## config.mk

```make
export PLATFORM = sky130hd
export DESIGN_NAME = bnn_layer_sequencer
export DESIGN_NICKNAME = d
export VERILOG_FILES = /design/src/rtl/bnn_layer_sequencer.sv
export SDC_FILE = /design/constraint.sdc
export NUM_CORES = 1
export LEC_CHECK = 0
export CAP_MARGIN = 20
export CORE_ASPECT_RATIO = 0.5
export CORE_MARGIN = 2
export CORE_UTILIZATION = 50
export DETAILED_ROUTE_END_ITERATION = 8
export PLACE_DENSITY = 0.86
export SLEW_MARGIN = 20
export SYNTH_ARGS = -nofsm -noshare
export SYNTH_HDL_FRONTEND = slang
export SYNTH_SLANG_ARGS = --single-unit
```

## constraint.sdc

```tcl
create_clock -name clk -period 3.05 [get_ports clk]
set_input_delay 0.915 -clock clk [delete_from_list [all_inputs] [get_ports clk]]
set_output_delay 0.915 -clock clk [all_outputs]
set_load 0.01 [all_outputs]
```

## src/rtl/bnn_layer_sequencer.sv

```systemverilog
// Control FSM for one fully-connected binary layer: clear, stream n_in X/W reads, write sign bit.
// Optional BNN_SEQ_PERF_CNT_EN adds a saturating busy-cycle counter output perf_cycles.
module bnn_layer_sequencer #(
   parameter int W_ADDR_LEN = 20,
   parameter int W_SEL_LEN  = 2,
   parameter int X_ADDR_LEN = 10,
   parameter int X_SEL_LEN  = 2
) (
   input  logic                  clk,
   input  logic                  rst,
   input  logic                  en,
   input  logic                  start,
   input  logic [X_ADDR_LEN-1:0] n_in,
   input  logic [X_ADDR_LEN-1:0] n_out,
   input  logic [W_ADDR_LEN-1:0] w_base,
   input  logic [W_SEL_LEN-1:0]  w_bank,
   input  logic [X_SEL_LEN-1:0]  in_bank,
   input  logic [X_SEL_LEN-1:0]  out_bank,
   input  logic                  acc_sign,
   output logic [W_ADDR_LEN-1:0] w_addr,
   output logic [W_SEL_LEN-1:0]  w_sel,
   output logic                  w_rq,
   output logic [X_ADDR_LEN-1:0] x_addr,
   output logic [X_SEL_LEN-1:0]  x_sel,
   output logic                  x_rq,
   output logic                  x_wq,
   output logic                  x_wdata,
   output logic                  acc_clr,
   output logic                  acc_en,
   output logic                  busy,
   output logic                  compute_finish
`ifdef BNN_SEQ_PERF_CNT_EN
   ,
   output logic [31:0]           perf_cycles
`endif
);

   typedef enum logic [2:0] {
      S_IDLE,
      S_CLEAR,
      S_READ,
      S_DRAIN,
      S_WRITE,
      S_DONE
   } state_t;

   state_t                state, state_nx;
   logic [X_ADDR_LEN-1:0] i_cnt, j_cnt;
   logic [X_ADDR_LEN-1:0] n_in_q, n_out_q;
   logic [W_ADDR_LEN-1:0] w_ptr;
   logic [W_SEL_LEN-1:0]  w_bank_q;
   logic [X_SEL_LEN-1:0]  in_bank_q, out_bank_q;
   logic                  acc_en_q;
   logic                  accept;
   logic                  last_in, last_out;

   assign accept   = en & start & (state == S_IDLE);
   assign last_in  = (i_cnt == n_in_q - 1'b1);
   assign last_out = (j_cnt == n_out_q - 1'b1);

   always_ff @(posedge clk) begin
      if (rst) begin
         state      <= S_IDLE;
         i_cnt      <= '0;
         j_cnt      <= '0;
         n_in_q     <= '0;
         n_out_q    <= '0;
         w_ptr      <= '0;
         w_bank_q   <= '0;
         in_bank_q  <= '0;
         out_bank_q <= '0;
         acc_en_q   <= 1'b0;
      end else begin
         state    <= state_nx;
         // read data returns one cycle after the request, so the gated request lines up with it
         acc_en_q <= w_rq;
         if (accept) begin
            n_in_q     <= n_in;
            n_out_q    <= n_out;
            w_ptr      <= w_base;
            w_bank_q   <= w_bank;
            in_bank_q  <= in_bank;
            out_bank_q <= out_bank;
            j_cnt      <= '0;
         end
         if (en) begin
            case (state)
               S_CLEAR: i_cnt <= '0;
               S_READ: begin
                  w_ptr <= w_ptr + 1'b1;
                  if (!last_in) i_cnt <= i_cnt + 1'b1;
               end
               S_WRITE: if (!last_out) j_cnt <= j_cnt + 1'b1;
               default: ;
            endcase
         end
      end
   end

   always_comb begin
      state_nx = state;
      if (en) begin
         case (state)
            S_IDLE:
               if (start) state_nx = (n_in == '0 || n_out == '0) ? S_DONE : S_CLEAR;
            S_CLEAR: state_nx = S_READ;
            S_READ:  if (last_in) state_nx = S_DRAIN;
            S_DRAIN: state_nx = S_WRITE;
            S_WRITE: state_nx = last_out ? S_DONE : S_CLEAR;
            S_DONE:  state_nx = S_IDLE;
            default: state_nx = S_IDLE;
         endcase
      end
   end

   always_comb begin
      w_addr         = '0;
      w_sel          = '0;
      w_rq           = 1'b0;
      x_addr         = '0;
      x_sel          = '0;
      x_rq           = 1'b0;
      x_wq           = 1'b0;
      x_wdata        = 1'b0;
      acc_clr        = 1'b0;
      compute_finish = 1'b0;
      case (state)
         S_CLEAR: acc_clr = en;
         S_READ: begin
            w_rq   = en;
            x_rq   = en;
            w_addr = w_ptr;
            w_sel  = w_bank_q;
            x_addr = i_cnt;
            x_sel  = in_bank_q;
         end
         S_WRITE: begin
            x_wq    = en;
            x_addr  = j_cnt;
            x_sel   = out_bank_q;
            x_wdata = ~acc_sign;
         end
         S_DONE:  compute_finish = en;
         default: ;
      endcase
   end

   assign busy   = (state != S_IDLE);
   assign acc_en = acc_en_q;

`ifdef BNN_SEQ_PERF_CNT_EN
   always_ff @(posedge clk) begin
      if (rst) begin
         perf_cycles <= '0;
      end else if (accept) begin
         perf_cycles <= '0;
      end else if (busy && en && perf_cycles != '1) begin
         perf_cycles <= perf_cycles + 1'b1;
      end
   end
`endif

endmodule

```

==> reports/summary.txt, run 1 <==
=================================================================================================================
Biggest area contributors in the synthesized netlist                                                 dfxtp_1 (33%), nand2_1 (7.9%), a21oi_1 (6.7%)
Sum of routed wire length over all layers                                                                 12.0 mm
Number of buffers inserted during clock tree synthesis                                                          9
FMAX                                                                                                      342 MHz
Total leakage power                                                                                       2.11 nW
Number of antenna violations at the first check in global routing                                               0
Filler cells                                                                                                  657
Count of placed standard cells in the final layout, fillers left out                                          764
Combined buffer and inverter count along the critical path                                                      2
Sequential-to-total area share from yosys stat                                                              33.1%
Max cap viols                                                                                                   0
Commonest cells after routing, fill and taps aside                                                   nand2_1 (89), clkdlybuf4s50_1 (86), dfxtp_1 (68)
Count of cell types in the netlist                                                                             67
Total negative setup slack                                                                                   0 ns
Final #Nets                                                                                                   705
Rel. slew slack                                                                                             57.4%
Kind of capture point of the worst setup path                                                         output port
Fraction of power spent switching nets                                                                      25.5%
Register clock-pin slew on the reported worst setup and hold paths                                        0.05 ns
Clock tree from TritonCTS                                                                                    done
Slew at the pin closest to its max-slew limit                                                            0.629 ns
Arithmetic-cell share of the synthesized area counting full adders, half adders and majority gates          1.48%
Largest net degree at the start of global routing                                                              36
Portion of synthesized cell area occupied by the leading cell type                                          33.1%
Vias per Instance                                                                                            5.97
Type of the worst min-delay path                                                                     flop to flop
Critical Path RT                                                                                          2.13 ns
Synthesized instance count                                                                                    565
VDD IR-drop max                                                                                          0.311 mV
Synthesized area divided by synthesized cell count                                                      7.49 um^2
Clock tree sinks                                                                                               70
Cell with the biggest individual delay on the critical path                                          clkdlybuf4s50_1
Post-Place Cells                                                                                              750
Largest clock skew in the final design                                                                 0.00539 ns
Number of diodes                                                                                                0
Setup repair after global routing missed its margin                                                         false
Depth of the CTS H-tree                                                                                         3
Multi-input gate area in the final layout                                                               2620 um^2
Number of setup buffers added after CTS                                                                         0
Fraction of power consumed by sequential logic                                                              42.9%
Proportion of layout cells with a drive suffix above 1                                                      7.98%
Core area                                                                                               8120 um^2
Root cell of the clock tree                                                                             clkbuf_16
Fraction of synthesized area in multiplexers                                                               0.503%
Global-route congestion overflow total                                                                          0
Run status                                                                                           finished clean
Number of flops mapped to enable cells by yosys                                                                 0
Overall die height                                                                                        69.1 um
Global-route wire length before repair                                                                    20.1 mm
Utilization after layout                                                                                    68.6%
Fraction of the mapped netlist area in simple logic gates                                                   31.1%
Main synth FF type                                                                                        dfxtp_1
Fin. max-slew vios                                                                                              0
Relative contribution of combinational cells to total power                                                 14.5%
Area overhead of the layout relative to synthesis                                                           31.5%
Clk buf depth                                                                                                   2
Most common library cell in the layout ignoring fill and taps                                             nand2_1
Delay-heaviest family, CP                                                                            buffers and inverters
Count of final setup violators                                                                                  0
Area enclosed by the die boundary                                                                       9260 um^2
Instance area after placement                                                                           5290 um^2
Summed instance area of the synthesized netlist                                                         4230 um^2
Final HPWL DP                                                                                             8.37 mm
Initial core utilization                                                                                    52.2%
Post-route cell area                                                                                    5570 um^2
Post-synthesis xor/xnor area fraction                                                                       4.35%
Complex-gate fraction of the synthesized area                                                               24.2%
Number of I/O port buffers                                                                                     92
Flops & latches, synth                                                                                         70
Antenna-violating nets left                                                                                     0
Post-route minimum period                                                                                 2.93 ns
Initial DRT Pass Iterations                                                                                     5
Crit-path max cell delay                                                                                  0.49 ns
Synthesis Warnings                                                                                              0
Number of ports placed on the die boundary                                                                     93
Combinational family with the most area after synthesis                                              simple AND/OR/NAND/NOR gates
DRC Markers                                                                                                     0
Type of element launching the critical path                                                                  flop
Total power per unit cell area                                                                        414 nW/um^2
FF+latch area                                                                                           1400 um^2
Critical path peak fanout                                                                                      13
Final hold vios                                                                                                 0
Power Internal                                                                                            1.72 mW
Via count of the routed design                                                                               4559
Arrival time reported for the critical path endpoint                                                      2.01 ns
Vias in the first global route                                                                               4133
Async SR Flop Fraction                                                                                         0%
Standard-cell row count                                                                                        23
Net switching power                                                                                      0.588 mW
Routability congestion estimate                                                                             0.850
Initial DRC count                                                                                             423
Crit path kind                                                                                       flop to output port
Routed WL per cell                                                                                        15.7 um
Clock latency of the later-clocked register in the worst-skew pair                                        0.33 ns
Die span in x                                                                                              134 um
Cell-by-cell trace of the critical path                                                              nor2_1, and2_1, buf_4, a22o_1, clkdlybuf4s50_1
Synth Net Count                                                                                               621
Cell type contributing the most total cell area after synthesis                                           dfxtp_1
GRT Overall Usage                                                                                           26.7%
Fraction of power consumed by the clock network                                                             42.6%
Period utilization                                                                                          95.9%
=================================================================================================================
-- tightest hold or removal path, cell delays in order, from the launching register on --
cell and delay, ns:
dfxtp_1 0.30, nand2_1 0.05, a21oi_1 0.05
-- cell usage after synthesis, drive strengths merged, types with 6 or more instances --
library cell  instances
nand2                89
dfxtp                70
a21oi                57
nor2                 35
o21ai                31
clkbuf               29
nand3                28
and2                 25
inv                  15
a22o                 13
nor3                 12
xnor2                12
and3                 11
buf                  10
or3                   9
xor2                  9
a221oi                8
nor4                  8
o211ai                7
or4                   7
or2                   6
-- worst paths after layout --
| check | startpoint | end | cells after the start | slack [ns] |
|---|---|---|---|---|
| worst min-delay path | w_bank_q[1] | w_bank_q[1] | 2 | 0.45 |
| worst min register to register | w_bank_q[1] | w_bank_q[1] | 2 | 0.45 |
| worst max-delay path | state[0] | x_addr[1] | 5 | 0.12 |
| worst max register to register | n_out_q[1] | j_cnt[9] | 9 | 0.25 |
-- power groups by stage --
stage	clock network, mW	registers (mW)	logic, mW
global placement	0	1.01	0.319
CTS	0.990	0.988	0.331
floorplan	0	0.993	0.195
finish	0.983	0.989	0.335
global route	1.04	0.995	0.368
detailed placement	0	1.01	0.327
-- metal layers --
layer	share of wire, %	track usage [%]	wire length, um	vias to the layer above
met2	45	42.1	5440	202
met1	45	35.8	5380	2137
met5	0	0	0	-
li1	-	-	-	2202
met3	8.3	7.51	990	18
met4	1.4	7.37	164	0
-- through the flow --
stage | setup WS [ns] | hold slack [ns] | total power, mW
6_report | 0.124 | 0.454 | 2.31
5_1_grt | 0.0374 | 0.488 | 2.40
4_1_cts | 0.0374 | 0.453 | 2.31
3_5_place_dp | -0.192 | 0.448 | 1.33
3_3_place_gp | -0.186 | 0.438 | 1.33
2_1_floorplan | 0.204 | 0.432 | 1.19
-- registers in the layout, indices dropped and copies added (netlist names) --
| name | count |
|---|---|
| acc_en | 1 |
| i_cnt | 10 |
| in_bank_q | 2 |
| j_cnt | 10 |
| n_in_q | 10 |
| n_out_q | 10 |
| out_bank_q | 2 |
| state | 3 |
| w_bank_q | 2 |
| w_ptr | 20 |
-- cells by family (layout without fill, tap and decap cells) --
kind of cell | count (synthesis) | after routing
adders and majority gates | 5 | 5
DFF | 70 | 70
buffers and inverters | 54 | 141
AOI/OAI and AO/OA | 155 | 155
xor gates and xnor gates | 21 | 21
and+or+nand+nor | 258 | 258
muxes | 2 | 2
-- layout make-up --
class | count | area share [%]
Inverter | 15 | 1.01
Clock inverter | 1 | 0.0899
Timing Repair Buffer | 112 | 19.3
Clock buffer | 13 | 4.86
Sequential cell | 70 | 25.2
Tap cell | 112 | 2.52
Multi-Input combinational cell | 441 | 47.0
-- repair_timing --
action | 4_1_cts | 5_1_grt
pin swaps | 0 | 0
hold buffers | 0 | 0
gates resized for setup | 6 | 2
setup endpoints to repair | 5 | 10
No activity file was read; power rests on OpenSTA's default activity.
==> inputs of run 2 (changes only) <==
--- a/config.mk
+++ b/config.mk
@@ -5,7 +5,7 @@
 export SDC_FILE = /design/constraint.sdc
 export NUM_CORES = 1
 export LEC_CHECK = 0
-export CAP_MARGIN = 20
+export ABC_AREA = 0
 export CORE_ASPECT_RATIO = 0.5
 export CORE_MARGIN = 2
 export CORE_UTILIZATION = 50
==> results of run 2 <==
Final layout, timing and power as in run 1 (identical DEF).
==> variant 1: new RTL, flow settings as in run 2 <==
Add an input register stage for `w_base`, cleared by the reset; this delays it by one clock. The other inputs are not delayed to match.
--- a/src/rtl/bnn_layer_sequencer.sv
+++ b/src/rtl/bnn_layer_sequencer.sv
@@ -44,6 +44,16 @@
       S_DONE
    } state_t;
 
+   logic [W_ADDR_LEN-1:0] w_base_q;
+
+   always_ff @(posedge clk) begin
+      if (rst) begin
+         w_base_q <= '0;
+      end else begin
+         w_base_q <= w_base;
+      end
+   end
+
    state_t                state, state_nx;
    logic [X_ADDR_LEN-1:0] i_cnt, j_cnt;
    logic [X_ADDR_LEN-1:0] n_in_q, n_out_q;
@@ -77,7 +87,7 @@
          if (accept) begin
             n_in_q     <= n_in;
             n_out_q    <= n_out;
-            w_ptr      <= w_base;
+            w_ptr      <= w_base_q;
             w_bank_q   <= w_bank;
             in_bank_q  <= in_bank;
             out_bank_q <= out_bank;
Check against the original RTL: not equivalent (a bounded check fails within 4 cycles, from zero or initial values and one cycle with rst high).
==> variant 1 against run 2 <==
Design area increased by 11%. Synthesized area increased by 13%. Sequential cell count increased by 20. Synthesized cell count increased by 7.1%. Routed wire length increased by 10%. Combinational power increased by 21%. Critical path depth increased by 1. Count of clock-buffer cells in the layout decreased by 1. Global-route usage decreased by 0.68 points. Clock skew increased by 0.0026 ns. Total power increased by 20%. Hold slack got worse by 0.0025 ns. Clock power increased by 12%. Setup slack got worse by 0.046 ns. Highest routed layer unchanged.
==> variant 1: results (changes against run 2) <==
status - completed (unchanged)
worst rel slew slack - 55.1% (was 57.4%)
drt via density - 5.92 (was 5.97)
crit-path max FO - 21 (was 13)
total routing usage reported by global routing - 26.0% (was 26.7%)
vias in the first global route - 4399 (was 4133)
Netlist cell types - 63 (was 67)
DRT iter0 DRCs - 437 (was 423)
DRT Pass-1 Iters - 6 (was 5)
post-CTS resize count - 7 (was 6)
Final nets - 754 (was 705)
hpwl dp - 9480 microns (was 8370 microns)
area post-placement - 5880 sq um (was 5290 sq um)
Pwr Density - 449 nW/um^2 (was 414 nW/um^2)
final clock skew - 0.00800 ns (was 0.00539 ns)
slowest stage delay, CP - 0.58 ns (was 0.49 ns)
Synth Net Count - 661 (was 621)
top cells by area, synth - dfxtp_1 38%, nand2_1 6.9%, a21oi_1 6.1%, and2_1 3.0%, o21ai_0 2.9% (was dfxtp_1 33%, nand2_1 7.9%, a21oi_1 6.7%, and2_1 3.7%, nand3_1 3.3%)
drt total wl - 13200 microns (was 12000 microns)
share of cells above drive strength 1 - 8.55% (was 7.98%)
register area share after synthesis - 37.7% (was 33.1%)
peak supply drop - 0.000343 V (was 0.000311 V)
crit path DAT - 2.06 ns (was 2.01 ns)
Switching Fraction - 25.5% (about the same)
RePlAce Congestion - 0.901 (was 0.850)
I/O Buffers - 92 (unchanged)
leakage - 0.00241 uW (was 0.00211 uW)
synth cell count leaders - 90 x dfxtp_1, 88 x nand2_1, 58 x a21oi_1 (was 89 x nand2_1, 70 x dfxtp_1, 57 x a21oi_1)
# fillers - 776 (was 657)
first-pass GRT wire length - 21500 microns (was 20100 microns)
FF/Latch Area - 1810 sq um (was 1400 sq um)
clock group power - 1100 uW (was 983 uW)
variant 1: cell families after synthesis:
group | share of synthesized area [%]
muxes | 0.235
buffers and inverters | 4.92
DFF | 37.7
and+or+nand+nor | 28.9
xor gates and xnor gates | 3.85
adders and majority gates | 1.31
AOI/OAI and AO/OA | 23.1
variant 1: layer usage:
layer / global-route usage, % / routed length (microns) / part of all wire, %
met3: 6.36 / 928 / 7.0
met1: 33.2 / 5860 / 45
met4: 5.83 / 126 / 0.96
met2: 45.1 / 6250 / 47
met5: 0 / 0 / 0
variant 1: per-stage QoR:
step	instances	hold slack [ns]
2_1_floorplan	605	0.432
3_3_place_gp	807	0.438
3_5_place_dp	807	0.450
4_1_cts	822	0.456
5_1_grt	823	0.468
6_report	823	0.452
variant 1: worst reg2reg max path: cells and delay by family, from the launching register on:
family                     cells  cell delay, ns
and+or+nand+nor                1            0.18
DFF                            1            0.46
adders and majority gates      1            0.27
AOI/OAI and AO/OA              6            1.27
buffers and inverters          2            0.32
variant 1: layout make-up:
class,instances,share of cell area [%]
multi-input cells,460,44.6
repair buffers,117,17.9
flip-flops and latches,90,29.2
clock inverters,3,0.648
inverters,20,1.22
well taps,121,2.45
clock buffers,12,3.99
variant 1: final timing paths:
kind	start	endpoint	slack [ns]	depth (start not counted)
worst min-delay path	w_base_q[16]$_SDFF_PP0_	w_ptr[16]$_SDFF_PP0_	0.45	2
worst min register to register	w_base_q[16]$_SDFF_PP0_	w_ptr[16]$_SDFF_PP0_	0.45	2
worst max-delay path	state[0]$_SDFFE_PP0P_	x_addr[6]	0.08	6
worst max register to register	n_in_q[0]$_SDFFE_PP0P_	i_cnt[0]$_SDFFE_PP0P_	0.52	10
==> variant 2: new RTL, settings of run 2 <==
Without the edit above. Add a define of `BNN_SEQ_PERF_CNT_EN`.
--- a/src/rtl/bnn_layer_sequencer.sv
+++ b/src/rtl/bnn_layer_sequencer.sv
@@ -1,5 +1,7 @@
 // Control FSM for one fully-connected binary layer: clear, stream n_in X/W reads, write sign bit.
 // Optional BNN_SEQ_PERF_CNT_EN adds a saturating busy-cycle counter output perf_cycles.
+`define BNN_SEQ_PERF_CNT_EN
+
 module bnn_layer_sequencer #(
    parameter int W_ADDR_LEN = 20,
    parameter int W_SEL_LEN  = 2,
Formal check against the unedited RTL (old outputs only; new: perf_cycles): equivalent (equiv_simple and equiv_induct, registers matched by name and starting in step).
==> variant 2 against run 2 <==
Non-clock buffer count up 39. Clock power up 12%. Fmax down 1.8%. Routed wire length up 33%. Total power up 35%. Sequential cell count up 32. Synthesized area up 36%. Design area up 35%. Global-route usage down 1.3 points. Clock skew up 0.0030 ns. Critical path depth down 2. Setup slack worse by 0.054 ns. Combinational power up 67%. Critical path type is now primary input to output port. Critical endpoint is now x_wdata. Largest cell class unchanged.
==> variant 2: results (changes against run 2) <==
status - completed (unchanged)
top cells by area, synth - dfxtp_1 35%, nand2_1 6.6%, nor2_1 5.7%, xor2_1 4.9%, a21oi_1 4.3% (was dfxtp_1 33%, nand2_1 7.9%, a21oi_1 6.7%, and2_1 3.7%, nand3_1 3.3%)
hpwl dp - 11500 microns (was 8370 microns)
DRT iter0 DRCs - 290 (was 423)
cells on worst reg2reg path - 10 (was 9)
# fillers - 886 (was 657)
register area share after synthesis - 35.5% (was 33.1%)
Final nets - 915 (was 705)
first-pass GRT wire length - 25700 microns (was 20100 microns)
I/O Buffers - 124 (was 92)
drt total wl - 15900 microns (was 12000 microns)
crit path DAT - 2.06 ns (was 2.01 ns)
vias in the first global route - 5386 (was 4133)
final clock skew - 0.00843 ns (was 0.00539 ns)
DRT Pass-1 Iters - 6 (was 5)
slowest stage delay, CP - 0.59 ns (was 0.49 ns)
Final Power - 3110 uW (was 2310 uW)
synthesized area per cell - 7.83 sq um (was 7.49 sq um)
worst slack, placed - -0.382 ns (was -0.192 ns)
placed cells - 989 (was 750)
leakage - 0.00281 uW (was 0.00211 uW)
via count - 5886 (was 4559)
RePlAce Congestion - 0.877 (was 0.850)
Worst Tran Pin Value - 0.829 ns (was 0.629 ns)
total routing usage reported by global routing - 25.4% (was 26.7%)
Synth Net Count - 792 (was 621)
share of cells above drive strength 1 - 8.92% (was 7.98%)
clock group power - 1100 uW (was 983 uW)
largest net degree at the start of global routing - 56 (was 36)
synth cell count leaders - 102 x dfxtp_1, 101 x nand2_1, 88 x nor2_1 (was 89 x nand2_1, 70 x dfxtp_1, 57 x a21oi_1)
Switching Fraction - 28.9% (was 25.5%)
clock latency on the worst-skew pair - 0.35 ns (was 0.33 ns)
Routed WL per cell - 15.8 microns (was 15.7 microns)
area post-placement - 7190 sq um (was 5290 sq um)
==> variant 2: changes by cell type in the layout (fill, tap and decap cells not counted), sizes merged, moves of 7 or more <==
cell,run 2,this run
nor2,35,91
xor2,9,32
a21o,0,7
o21ai,31,22
dfxtp,70,102
and3,11,18
buf,21,28
xnor2,12,22
nand4,2,21
clkdlybuf4s50,86,116
nor3,12,21
nand3,28,36
a21oi,57,50
nand2,89,101
==> variant 2: path summary, 6_finish.rpt <==
check,slack (ns),start,to
worst max-delay path,0.07,acc_sign,x_wdata
worst min-delay path,0.45,out_bank_q[1]$_SDFFE_PP0P_,out_bank_q[1]$_SDFFE_PP0P_
worst max register to register,0.38,n_out_q[0]$_SDFFE_PP0P_,j_cnt[5]$_SDFF_PP0_
worst min register to register,0.45,out_bank_q[1]$_SDFFE_PP0P_,out_bank_q[1]$_SDFFE_PP0P_
==> variant 2: logic make-up after synthesis <==
logic type      Yosys count  share of synthesized area (%)
fa+ha+maj                 6                           1.30
compound gates          152                           18.2
buf+inv                  55                           3.89
mux                       3                          0.522
simple gates            363                           32.4
xor+xnor                 54                           8.22
flops                   102                           35.5
==> variant 2: area by class of cell <==
cell class	count	area [sq um]	share of cell area [%]
multi-input combinational	578	3510	46.7
timing repair buffer	151	1440	19.1
clock buffer	10	239	3.17
inverter	16	60.1	0.798
clock inverter	6	43.8	0.582
sequential	102	2050	27.2
tap	145	181	2.41
==> variant 2: metal layers <==
layer  vias to the layer above  track usage (%)  routed length (microns)
li1                       2859                -                        -
met1                      2815             31.6                     7020
met2                       179             44.1                     7670
met3                        33             5.70                      950
met4                         0             7.98                      297
met5                         -                0                        0
==> variant 2: repair_timing <==
action | in CTS | in global routing
gates resized for setup | 16 | 13
setup endpoints to repair | 14 | 20
buffers inserted | 1 | 0
cloned | 0 | 2
